<file path="src/rtl/video_pkg.sv">
// Shared definitions for the video subsystem: default VRAM geometry,
// grant encoding and scheduler FSM state encoding.
package video_pkg;

   localparam int DEF_ADDR_W = 12;
   localparam int DEF_DATA_W = 8;

   typedef logic [1:0] grant_t;
   localparam grant_t GNT_NONE  = 2'd0;
   localparam grant_t GNT_FETCH = 2'd1;
   localparam grant_t GNT_WRITE = 2'd2;

   typedef logic [0:0] state_t;
   localparam state_t ST_IDLE  = 1'b0;
   localparam state_t ST_BURST = 1'b1;

endpackage

</file>
<file path="src/rtl/wr_fifo.sv">
// Synchronous FIFO holding buffered CPU writes. Head is read combinationally,
// so an entry pushed in one cycle is poppable from the next cycle on.
module wr_fifo #(
   parameter int WIDTH = 20,
   parameter int DEPTH = 4
) (
   input  logic                     clk,
   input  logic                     rst,
   input  logic                     push,
   input  logic [WIDTH-1:0]         wdata,
   input  logic                     pop,
   output logic [WIDTH-1:0]         rdata,
   output logic                     full,
   output logic                     empty,
   output logic [$clog2(DEPTH):0]   count
);

   localparam int AW = $clog2(DEPTH);

   logic [WIDTH-1:0] mem [DEPTH];
   logic [AW:0]      wr_ptr;
   logic [AW:0]      rd_ptr;

   // Pointers carry one extra wrap bit so full and empty can be told apart.
   always_ff @(posedge clk or negedge rst) begin
      if (!rst) begin
         wr_ptr <= '0;
         rd_ptr <= '0;
      end else begin
         if (push) wr_ptr <= wr_ptr + (AW+1)'(1);
         if (pop)  rd_ptr <= rd_ptr + (AW+1)'(1);
      end
   end

   always_ff @(posedge clk) begin
      if (push) mem[wr_ptr[AW-1:0]] <= wdata;
   end

   assign rdata = mem[rd_ptr[AW-1:0]];
   assign empty = (wr_ptr == rd_ptr);
   assign full  = (wr_ptr[AW] != rd_ptr[AW]) && (wr_ptr[AW-1:0] == rd_ptr[AW-1:0]);
   assign count = wr_ptr - rd_ptr;

endmodule

</file>
<file path="src/rtl/vram_access_scheduler.sv">
// Arbitrates the single-port VRAM between pixel fetches (always first) and
// buffered CPU writes, which drain only during blanking with no fetch pending.
module vram_access_scheduler
   import video_pkg::*;
#(
   parameter int ADDR_W = DEF_ADDR_W,
   parameter int DATA_W = DEF_DATA_W,
   parameter int DEPTH  = 4
) (
   input  logic              clk,
   input  logic              rst,
   input  logic              visible,
   input  logic              cpu_wr_valid,
   output logic              cpu_wr_ready,
   input  logic [ADDR_W-1:0] cpu_wr_addr,
   input  logic [DATA_W-1:0] cpu_wr_data,
   input  logic              fetch_req,
   input  logic [ADDR_W-1:0] fetch_addr,
   output logic              fetch_rvalid,
   output logic [DATA_W-1:0] fetch_rdata,
   output logic [ADDR_W-1:0] vram_addr,
   output logic              vram_we,
   output logic [DATA_W-1:0] vram_wdata,
   input  logic [DATA_W-1:0] vram_rdata,
   output logic              wr_pending,
   output logic              drained
);

   localparam int CW = $clog2(DEPTH) + 1;

   logic                     fifo_full;
   logic                     fifo_empty;
   logic [CW-1:0]            fifo_count;
   logic [ADDR_W+DATA_W-1:0] head;
   logic                     push;
   logic                     pop;
   logic                     last_pop;
   logic                     ready_q;
   logic                     rd_pend;
   grant_t                   grant;
   state_t                   state;
   state_t                   state_next;

   // ready_q keeps the CPU side closed until the first clock after reset release.
   assign cpu_wr_ready = ready_q && !fifo_full;
   assign push         = cpu_wr_valid && cpu_wr_ready;
   assign pop          = (grant == GNT_WRITE);
   assign last_pop     = pop && !push && (fifo_count == CW'(1));
   assign wr_pending   = !fifo_empty;
   assign fetch_rdata  = fetch_rvalid ? vram_rdata : '0;

   wr_fifo #(
      .WIDTH (ADDR_W + DATA_W),
      .DEPTH (DEPTH)
   ) u_fifo (
      .clk   (clk),
      .rst   (rst),
      .push  (push),
      .wdata ({cpu_wr_addr, cpu_wr_data}),
      .pop   (pop),
      .rdata (head),
      .full  (fifo_full),
      .empty (fifo_empty),
      .count (fifo_count)
   );

   always_comb begin
      grant = GNT_NONE;
      if (fetch_req)
         grant = GNT_FETCH;
      else if (!visible && !fifo_empty)
         grant = GNT_WRITE;
   end

   always_comb begin
      state_next = state;
      case (state)
         ST_IDLE:  if (pop) state_next = ST_BURST;
         ST_BURST: if (!pop || last_pop) state_next = ST_IDLE;
         default:  state_next = ST_IDLE;
      endcase
   end

   // Read data arrives one cycle after the address, hence the two-stage valid.
   always_ff @(posedge clk or negedge rst) begin
      if (!rst) begin
         state        <= ST_IDLE;
         ready_q      <= 1'b0;
         vram_addr    <= '0;
         vram_we      <= 1'b0;
         vram_wdata   <= '0;
         rd_pend      <= 1'b0;
         fetch_rvalid <= 1'b0;
         drained      <= 1'b0;
      end else begin
         state        <= state_next;
         ready_q      <= 1'b1;
         vram_we      <= pop;
         rd_pend      <= (grant == GNT_FETCH);
         fetch_rvalid <= rd_pend;
         drained      <= last_pop;
         case (grant)
            GNT_FETCH: vram_addr <= fetch_addr;
            GNT_WRITE: begin
               vram_addr  <= head[ADDR_W+DATA_W-1:DATA_W];
               vram_wdata <= head[DATA_W-1:0];
            end
            default: ;
         endcase
      end
   end

endmodule

</file>
<file path="config.mk">
export PLATFORM = sky130hd
export DESIGN_NAME = vram_access_scheduler
export DESIGN_NICKNAME = d
export VERILOG_FILES = /design/src/rtl/video_pkg.sv /design/src/rtl/wr_fifo.sv /design/src/rtl/vram_access_scheduler.sv
export SDC_FILE = /design/constraint.sdc
export NUM_CORES = 1
export LEC_CHECK = 0
export ABC_AREA = 1
export CAP_MARGIN = 10
export CORE_UTILIZATION = 53
export CTS_CLUSTER_DIAMETER = 150
export DETAILED_ROUTE_END_ITERATION = 16
export GPL_TIMING_DRIVEN = 0
export PLACE_DENSITY = 0.8
export SYNTH_ARGS = -nofsm -noshare
export SYNTH_HDL_FRONTEND = slang
export SYNTH_SLANG_ARGS = --single-unit
</file>
<file path="constraint.sdc">
create_clock -name clk -period 3 [get_ports clk]
set_input_delay 0.6 -clock clk [delete_from_list [all_inputs] [get_ports clk]]
set_output_delay 0.6 -clock clk [all_outputs]
set_load 0.005 [all_outputs]
</file>
==> impl_results.md, run 1 <==
- Synthesized area: 4590 µm²
- Post-Synth Simple-Gate Area: 15.8%
- Root Buffer: clkbuf_8
- Area of the multi-input gates: 1190 µm²
- Vias in the first global route: 3,218
- Post-synthesis xor/xnor area fraction: 0.382%
- Status: completed
- Post-synth cell types: 28
- CP bufs+invs: 3
- Diode count: 0
- Post-synth EDFFs: 80
- Avg Vias per Cell: 5.46
- Clk_lat worst skew: 0.37 ns
- Synth Area in Compound Gates: 7.09%
- Die width: 95.0 µm
- Clock sinks: 111
- Core area: 8300 µm²
- Sequential cell area: 3180 µm²
- GRT Util Overall: 23.6%
- First-pass GRT wire length: 15,400 µm
- Initial antenna violation count: 0
- Total length of routed wires: 9970 µm
- Nets: 540
- Fin crit share: 93.3%
- Adder-cell share of the synthesized area: 2.35%
- Final ANT Viol Nets: 0
- Post-synthesis register bit count: 111
- Synth Net Count: 446
- Worst Skew: 0.0132 ns
- Final setup margin: 0.202 ns
- Post-Layout Cell Count: 597
- Critical path's top delay family: buffers and inverters
- Worst EP arrival: 2.20 ns
- Placed inst area: 5580 µm²
- Final core occ: 69.9%
- DIE AREA: 9030 µm²
- Layout cells sized above 1: 11.8%
- Post-synthesis cell count: 393
- Maximum clock insertion buffer count: 2
- Max-cap viol count: 0
- Slowest Stage Delay on Critical Path: 0.52 ns
- Initial Utilization: 55.3%
- Final instance area: 5800 µm²
- Async SR Flop Fraction: 27.9%
- Count of input and output buffers: 77
- RSZ-0062 raised after global routing: no
- Post-synth top area share: 52.4%
- Setup violators final: 0
- CP max-delay cell: clkdlybuf4s50_1
- Post-synth top flop: edfxtp_1
- Dpl ws: 0.104 ns
- Reg clk slew, reported paths: 0.11 ns
- DPL Wire Length: 6700 µm
- GRT Residual Overflow: 0
- Via count: 3,258
- DRT iter0 DRCs: 208
- Max-slew violation count: 0
- TritonCTS buffer count: 9
- RD Place Congestion: 0.774
- Post-synthesis sequential area ratio: 69.3%
- Worst path required time: 2.40 ns
- Crit path capture type: output pin
- Synth cell count leaders: 82 x nand2_1, 80 x edfxtp_1, 44 x nor2_1
- Layout Area Growth over Synthesis: 26.5%
- Largest net degree at the start of global routing: 32
- Io pins: 78
- Crit start category: flop
- Inst Count DP: 579
- Core Rows: 33
- LEAKAGE: 2.31 nW
- DRC: 0
- Crit-path max FO: 6
- Tmin final: 2.80 ns
- Yosys warns: 0
- Mux contribution to synthesized area: 0%
- Fmax: 357 MHz
- Main combinational cell family by area after synthesis: simple AND/OR/NAND/NOR gates
- Slew @ Worst Pin: 0.719 ns
- Yosys top cell by area: edfxtp_1
- Critical path type: reg2out
- Count of final hold-check violations: 0
- Mean routed wirelength per cell: 16.7 µm
- Die height: 95.0 µm
- Slew HR: 52.1%
- CTS tree: built
- Synth top area cells: edfxtp_1 52%, dfrtp_1 17%, nand2_1 6.7%
- Worst hold path class: in2async
- CP cell instances: clkinvlp_4 -> ha_1 -> nand2_1 -> inv_1 -> a21boi_0 -> clkdlybuf4s50_1
- H-tree Lvls: 3
- Pwr Density: 825 nW/µm²
- Peak VDD IR: 0.415 mV
- Syn_area_per_cell: 11.7 µm²
- Most frequent cell after synthesis: nand2_1
- Fillers: 575
- TritonRoute pass-1 iters: 5
-- stage by stage --
step / hold slack (ns) / TNS [ns] / power, mW
final: 0.273 / 0 / 4.78
after global routing: 0.329 / 0 / 5.08
after CTS: 0.289 / 0 / 4.74
after detailed placement: 0.347 / 0 / 3.85
after global placement: 0.333 / -48.93 / 3.74
after floorplan: 0.304 / 0 / 3.10
-- worst paths after layout --
kind	from	to	slack, ns	cells after the start
max	u_fifo.rd_ptr[1]	cpu_wr_ready	0.20	6
min	rst	vram_wdata[1]	0.27	1
max reg2reg	u_fifo.rd_ptr[1]	u_fifo.mem[3][18]	0.43	8
min reg2reg	rd_pend	fetch_rvalid	0.37	0
max in group asynchronous	rst	u_fifo.rd_ptr[1]	2.23	1
min in group clk	rd_pend	fetch_rvalid	0.37	0
-- where the power goes --
group | leakage, nW | switching, mW | internal (mW)
clock | 0.0944 | 0.501 | 0.393
combinational | 1.11 | 1.05 | 0.760
sequential | 1.10 | 0.150 | 1.93
total | 2.31 | 1.70 | 3.09
-- cell families (layout without fill, tap and decap cells) --
family / count (synthesis) / after routing
fa+ha+maj: 8 / 8
simple gates: 163 / 163
xor+xnor: 2 / 2
flops: 111 / 111
buf+inv: 48 / 147
compound gates: 60 / 60
other cells: 1 / 1
-- metal layers --
metal  routed length, µm  vias up  track usage (%)
met5                   0        -                0
met4                 262        0             11.5
met3                 748       31             4.07
met2                5110      165             40.6
met1                3850     1539             28.7
li1                    -     1523                -
-- worst register-to-register path: cells and delay by family (launching register included) --
family | cells | cell delay, ns
adders and majority gates | 1 | 0.31
buffers and inverters | 3 | 0.51
DFF | 1 | 0.48
and+or+nand+nor | 4 | 0.96
-- flip-flops by register name (all words and copies together), names as in the netlist --
name           count
u_fifo.rd_ptr      3
vram_wdata         8
ready_q            1
fetch_rvalid       1
vram_addr         12
rd_pend            1
u_fifo.wr_ptr      3
vram_we            1
drained            1
u_fifo.mem        80
-- what timing repair did --
action / 4_1_cts / 5_1_grt
setup endpoints to repair: 2 / 2
hold buffers: 0 / 0
buffers inserted: 0 / 3
gates resized for setup: 0 / 2
-- layout by cell type, fill, tap and decap left out, types with 2 or more instances in the layout --
cell type and n:
nand3_2 7, dfrtp_1 30, nand2_4 2, inv_1 24, o22ai_1 18, nand2_1 82
buf_4 3, clkinvlp_4 3, buf_1 2, buf_2 7, nor2_2 4, inv_2 2
o21ai_0 37, ha_1 7, buf_8 3, xor2_1 2, buf_16 2, nor2_1 40
a21oi_1 2, edfxtp_1 80, clkbuf_1 9, nand3_1 20, o21ai_1 2, nand2_2 6
clkdlybuf4s50_1 76, clkbuf_8 9
-- layout make-up --
class	instances	share of cell area, %
plain buffers	19	1.96
clock buffers	10	2.20
multi-input cells	234	20.5
repair buffers	84	15.1
inverters	28	1.96
flip-flops and latches	111	54.8
clock inverters	6	1.21
well taps	105	2.26
No activity file was read; power rests on OpenSTA's default activity.
==> inputs of run 2 (changes only) <==
--- a/config.mk
+++ b/config.mk
@@ -7,6 +7,7 @@
 export LEC_CHECK = 0
 export ABC_AREA = 1
 export CAP_MARGIN = 10
+export CORE_MARGIN = 2
 export CORE_UTILIZATION = 53
 export CTS_CLUSTER_DIAMETER = 150
 export DETAILED_ROUTE_END_ITERATION = 16
==> impl_results.md, run 2 (same netlist as run 1, synthesis figures left out) <==
- Fin crit share: 93.7% (+0.40 points)
- Die height: 97.0 µm (+2.1%)
- CP cell instances: clkinvlp_4 -> ha_1 -> nand2_1 -> inv_1 -> a21boi_0 -> clkdlybuf4s50_1
- Placed inst area: 5600 µm² (+0.45%)
- Avg Vias per Cell: 5.41 (-0.88%)
- Worst hold path class: in2async
- H-tree Lvls: 3 (unchanged)
- Initial Utilization: 55.3% (unchanged)
- Final core occ: 70.5% (+0.56 points)
- Max-slew violation count: 0 (unchanged)
- Count of final hold-check violations: 0 (unchanged)
- Final instance area: 5850 µm² (+0.80%)
- Max-cap viol count: 0 (unchanged)
- Status: completed
- Reg clk slew, reported paths: 0.11 ns (about the same)
- Count of input and output buffers: 77 (unchanged)
- Clk_lat worst skew: 0.37 ns (about the same)
- Slew @ Worst Pin: 0.740 ns (+0.0212 ns)
- Crit path capture type: output pin
- Pwr Density: 833 nW/µm² (+1.0%)
- GRT Util Overall: 21.6% (-1.9 points)
- TritonRoute pass-1 iters: 5 (unchanged)
- CTS tree: built
- Inst Count DP: 579 (unchanged)
- Mean routed wirelength per cell: 16.6 µm (-0.35%)
- Nets: 539 (-0.19%)
- Fillers: 576 (+0.17%)
- Core area: 8300 µm² (unchanged)
- Largest net degree at the start of global routing: 32 (unchanged)
- Peak VDD IR: 0.438 mV (+5.3%)
- CP bufs+invs: 3 (unchanged)
- Worst EP arrival: 2.21 ns (about the same)
- GRT Residual Overflow: 0 (unchanged)
- DRC: 0 (unchanged)
- Final setup margin: 0.190 ns (-0.0121 ns)
- TritonCTS buffer count: 9 (unchanged)
- RD Place Congestion: 0.767 (-0.92%)
- Dpl ws: 0.230 ns (+0.126 ns)
- Die width: 97.0 µm (+2.1%)
- DPL Wire Length: 6780 µm (+1.3%)
- Via count: 3,224 (-1.0%)
- Slowest Stage Delay on Critical Path: 0.52 ns (about the same)
- CP max-delay cell: clkdlybuf4s50_1
- Total length of routed wires: 9920 µm (-0.52%)
- LEAKAGE: 2.33 nW (+1.1%)
- Slew HR: 50.7% (-1.4 points)
- Layout Area Growth over Synthesis: 27.5%
- Root Buffer: clkbuf_8
- Fmax: 356 MHz (-0.43%)
- Initial antenna violation count: 0 (unchanged)
- Maximum clock insertion buffer count: 2 (unchanged)
- Worst path required time: 2.40 ns (about the same)
- Layout cells sized above 1: 11.8% (+0.024 points)
- Max reg flops: 80 (unchanged)
- Critical path's top delay family: buffers and inverters
- DRT iter0 DRCs: 284 (+37%)
- Diode count: 0 (unchanged)
- Vias in the first global route: 3,205 (-0.40%)
- Setup violators final: 0 (unchanged)
- Tmin final: 2.81 ns (+0.0121 ns)
- Worst Skew: 0.0149 ns (+0.00176 ns)
- Core Rows: 33 (unchanged)
- DIE AREA: 9410 µm² (+4.3%)
- Critical path type: reg2out
- Post-Layout Cell Count: 596 (-0.17%)
- Most frequent cells in the layout: 82 x nand2_1, 80 x edfxtp_1, 76 x clkdlybuf4s50_1
- Most common cell after layout, fill and taps aside: nand2_1
- Final ANT Viol Nets: 0 (unchanged)
- First-pass GRT wire length: 15,900 µm (+3.0%)
- Clock sinks: 111 (unchanged)
- Io pins: 78 (unchanged)
- Crit-path max FO: 6 (unchanged)
- Crit start category: flop
- RSZ-0062 raised after global routing: no
run 2: worst register-to-register path, delay by kind of cell, from the launching register on:
family | cells | cell delay (ns)
adders and majority gates | 1 | 0.33
buffers and inverters | 3 | 0.51
DFF | 1 | 0.47
and+or+nand+nor | 4 | 0.91
run 2: routing by layer:
metal  part of all wire (%)  GRT usage (%)  vias up
met5                      0              0        -
met4                    1.6           8.23        0
met3                    5.5           3.54       17
met2                     51           36.5      123
met1                     42           28.3     1565
li1                       -              -     1519
run 2: final cells by class:
type	count	area, µm²	share of cell area (%)
Sequential cell	111	3180	54.4
Multi-Input combinational cell	234	1190	20.4
Timing Repair Buffer	83	891	15.2
Tap cell	105	131	2.25
Clock buffer	9	124	2.12
Buffer	19	114	1.95
Inverter	28	114	1.95
Clock inverter	7	103	1.75
run 2: where the power goes:
| part | total, mW | switching [mW] | leakage (nW) | internal (mW) |
|---|---|---|---|---|
| combinational | 1.81 | 1.04 | 1.12 | 0.768 |
| sequential | 2.08 | 0.145 | 1.10 | 1.93 |
| clock | 0.983 | 0.502 | 0.116 | 0.481 |
| total | 4.87 | 1.69 | 2.33 | 3.18 |
run 2: worst paths after layout:
kind,from,endpoint,slack [ns],cells after the start
max in group asynchronous,rst,u_fifo.rd_ptr[1],2.19,1
setup / recovery,u_fifo.rd_ptr[1],cpu_wr_ready,0.19,6
min in group clk,rd_pend,fetch_rvalid,0.36,0
setup reg to reg,u_fifo.rd_ptr[1],u_fifo.mem[1][18],0.49,8
hold reg to reg,rd_pend,fetch_rvalid,0.36,0
hold / removal,rst,vram_wdata[2],0.28,1
run 2: what timing repair did:
action,4_1_cts,5_1_grt
buffers inserted,0,2
endpoints found under the setup margin,2,1
resized for setup,0,2
hold buffers,0,0
run 2: metrics by stage:
stage               hold WS [ns]  power (mW)  TNS (ns)
floorplan                  0.304        3.10         0
global placement           0.331        3.75    -49.88
detailed placement         0.341        3.88         0
CTS                        0.293        4.84         0
global route               0.333        5.17         0
finish                     0.276        4.87         0
==> inputs of run 3 (changes only) <==
--- a/config.mk
+++ b/config.mk
@@ -6,12 +6,13 @@
 export NUM_CORES = 1
 export LEC_CHECK = 0
 export ABC_AREA = 1
-export CAP_MARGIN = 10
+export CAP_MARGIN = 20
 export CORE_MARGIN = 2
 export CORE_UTILIZATION = 53
 export CTS_CLUSTER_DIAMETER = 150
 export DETAILED_ROUTE_END_ITERATION = 16
 export GPL_TIMING_DRIVEN = 0
+export MAX_ROUTING_LAYER = met4
 export PLACE_DENSITY = 0.8
 export SYNTH_ARGS = -nofsm -noshare
 export SYNTH_HDL_FRONTEND = slang
==> impl_results.md, run 3 (same netlist as run 1, synthesis figures left out) <==
- Most frequent cells in the layout: 82 x nand2_1, 80 x edfxtp_1, 76 x clkdlybuf4s50_1
- Tmin final: 2.81 ns (+0.00212 ns)
- Total length of routed wires: 9980 µm (+0.57%)
- Layout Area Growth over Synthesis: 27.5% (unchanged)
- DPL Wire Length: 6780 µm (unchanged)
- Vias in the first global route: 3,205 (unchanged)
- RD Place Congestion: 0.777 (+1.3%)
- Nets: 539 (unchanged)
- Reg-to-reg startpoint: u_fifo.rd_ptr[1]
- R2R Setup Slk: 0.49 ns (about the same)
- Crit-path max FO: 6 (unchanged)
- Slew HR: 51.0% (+0.35 points)
- Peak VDD IR: 0.439 mV (+0.21%)
- Critical path type: reg2out
- Core area: 8300 µm² (unchanged)
- Slowest Stage Delay on Critical Path: 0.52 ns (about the same)
- Inst Count DP: 579 (unchanged)
- Initial antenna violation count: 0 (unchanged)
- Final ANT Viol Nets: 0 (unchanged)
- Max-cap viol count: 0 (unchanged)
- CP cell instances: clkinvlp_4 -> ha_1 -> nand2_1 -> inv_1 -> a21boi_0 -> clkdlybuf4s50_1
- DRC: 0 (unchanged)
- Clock share of power: 20.2% (about the same)
- DIE AREA: 9410 µm² (unchanged)
- TritonCTS buffer count: 9 (unchanged)
- Total Neg Setup Slack: 0 ns (unchanged)
- Fillers: 576 (unchanged)
- Seq pwr share: 42.6% (about the same)
- Avg Vias per Cell: 5.46 (+0.96%)
- Setup violators final: 0 (unchanged)
- Worst EP arrival: 2.21 ns (about the same)
- Dpl ws: 0.230 ns (unchanged)
- CP max-delay cell: clkdlybuf4s50_1
- Sequential cell area: 3180 µm² (unchanged)
- Die height: 97.0 µm (unchanged)
- R2R depth: 8 (unchanged)
- Fin crit share: 93.7% (about the same)
- Clock sinks: 111 (unchanged)
- GRT Util Overall: 22.3% (+0.62 points)
- Layout cells sized above 1: 11.8% (unchanged)
- Count of input and output buffers: 77 (unchanged)
- Root Buffer: clkbuf_8
- Crit path to: cpu_wr_ready
- LEAKAGE: 2.33 nW (unchanged)
- TritonRoute pass-1 iters: 5 (unchanged)
- H-tree Lvls: 3 (unchanged)
- Capture point of the worst reg-to-reg path: u_fifo.mem[1][18]
- Io pins: 78 (unchanged)
- Core Rows: 33 (unchanged)
- Fmax: 356 MHz (about the same)
- First-pass GRT wire length: 15,900 µm (about the same)
- RSZ-0062 raised after global routing: no
- CTS tree: built
- Crit start category: flop
- Initial Utilization: 55.3% (unchanged)
- Reg clk slew, reported paths: 0.11 ns (about the same)
- GRT Residual Overflow: 0 (unchanged)
- Via count: 3,255 (+0.96%)
- Worst path required time: 2.40 ns (about the same)
- Psw: 1.70 mW (+0.49%)
- Slew @ Worst Pin: 0.735 ns (-0.00524 ns)
- Crit path capture type: output pin
- Diode count: 0 (unchanged)
- Max reg flops: 80 (unchanged)
- Clk_lat worst skew: 0.37 ns (about the same)
- Count of final hold-check violations: 0 (unchanged)
- Post-Layout Cell Count: 596 (unchanged)
- Worst Skew: 0.0148 ns (-0.000118 ns)
- Cell Int Power: 3.18 mW (about the same)
- Maximum clock insertion buffer count: 2 (unchanged)
- Worst hold path class: in2async
- Largest net degree at the start of global routing: 32 (unchanged)
- Switch share: 34.8% (+0.11 points)
- Final setup margin: 0.188 ns (-0.00212 ns)
- Pwr Density: 834 nW/µm² (+0.17%)
- Combinational power share: 37.2% (about the same)
- Area of the multi-input gates: 1190 µm² (unchanged)
- Most common cell after layout, fill and taps aside: nand2_1
- DRT iter0 DRCs: 281 (-1.1%)
- Max-slew violation count: 0 (unchanged)
- Worst setup path startpoint: u_fifo.rd_ptr[1]
- Die width: 97.0 µm (unchanged)
- Mean routed wirelength per cell: 16.7 µm (+0.57%)
- Status: completed
run 3: cell counts in the layout (fill, tap and decap cells not counted):
Identical to the previous run, type by type.
run 3: layout make-up:
class	instances	area share, %
buffer	19	1.95
clock buffer	9	2.12
clock inverter	7	1.75
inverter	28	1.95
multi-input combinational	234	20.4
sequential	111	54.4
tap	105	2.25
timing repair buffer	83	15.2
run 3: what timing repair did:
action | 4_1_cts | 5_1_grt
hold buffers | 0 | 0
setup endpoints to repair | 2 | 1
buffers inserted | 0 | 2
resized for setup | 0 | 2
endpoints found under the hold margin | 0 | 0
run 3: metrics by stage:
stage          cell area (µm²)  total power, mW  hold WS [ns]  utilization (%)
6_report                  5850             4.88         0.274             70.5
5_1_grt                   5850             5.17         0.331             70.5
4_1_cts                   5830             4.84         0.293             70.2
3_5_place_dp              5600             3.88         0.341             67.5
3_3_place_gp              5490             3.75         0.331             66.1
2_1_floorplan             4590             3.10         0.304                -
run 3: worst min path at each step:
stage,endpoint,cells after the start,from,slack (ns)
after floorplan,drained,0,rst,0.30
after global placement,fetch_rvalid,0,rd_pend,0.33
after detailed placement,fetch_rvalid,0,rd_pend,0.34
after CTS,vram_wdata[1],1,rst,0.29
after global routing,vram_wdata[1],1,rst,0.33
final,vram_wdata[2],1,rst,0.27
run 3: power by group through the flow:
stage	logic [mW]	clock network, mW	registers (mW)
final	1.82	0.985	2.08
after global routing	2.01	1.06	2.11
after CTS	1.79	0.989	2.07
after detailed placement	1.77	0	2.10
after global placement	1.65	0	2.10
after floorplan	1.01	0	2.09
run 3: worst max-delay path: cells and delay by family (launching register included):
kind / cells / cell delay [ns]
adder cells (fa/ha/maj): 1 / 0.33
buffers and inverters: 3 / 0.80
flip-flops: 1 / 0.47
AO/OA/AOI/OAI: 1 / 0.18
AND/OR/NAND/NOR: 1 / 0.07
run 3: layer usage:
| metal | track usage (%) | vias up | part of all wire, % |
|---|---|---|---|
| li1 | - | 1519 | - |
| met1 | 28.2 | 1577 | 41 |
| met2 | 36.6 | 140 | 51 |
| met3 | 3.54 | 19 | 6.0 |
| met4 | 8.23 | 0 | 1.7 |
| met5 | - | - | 0 |
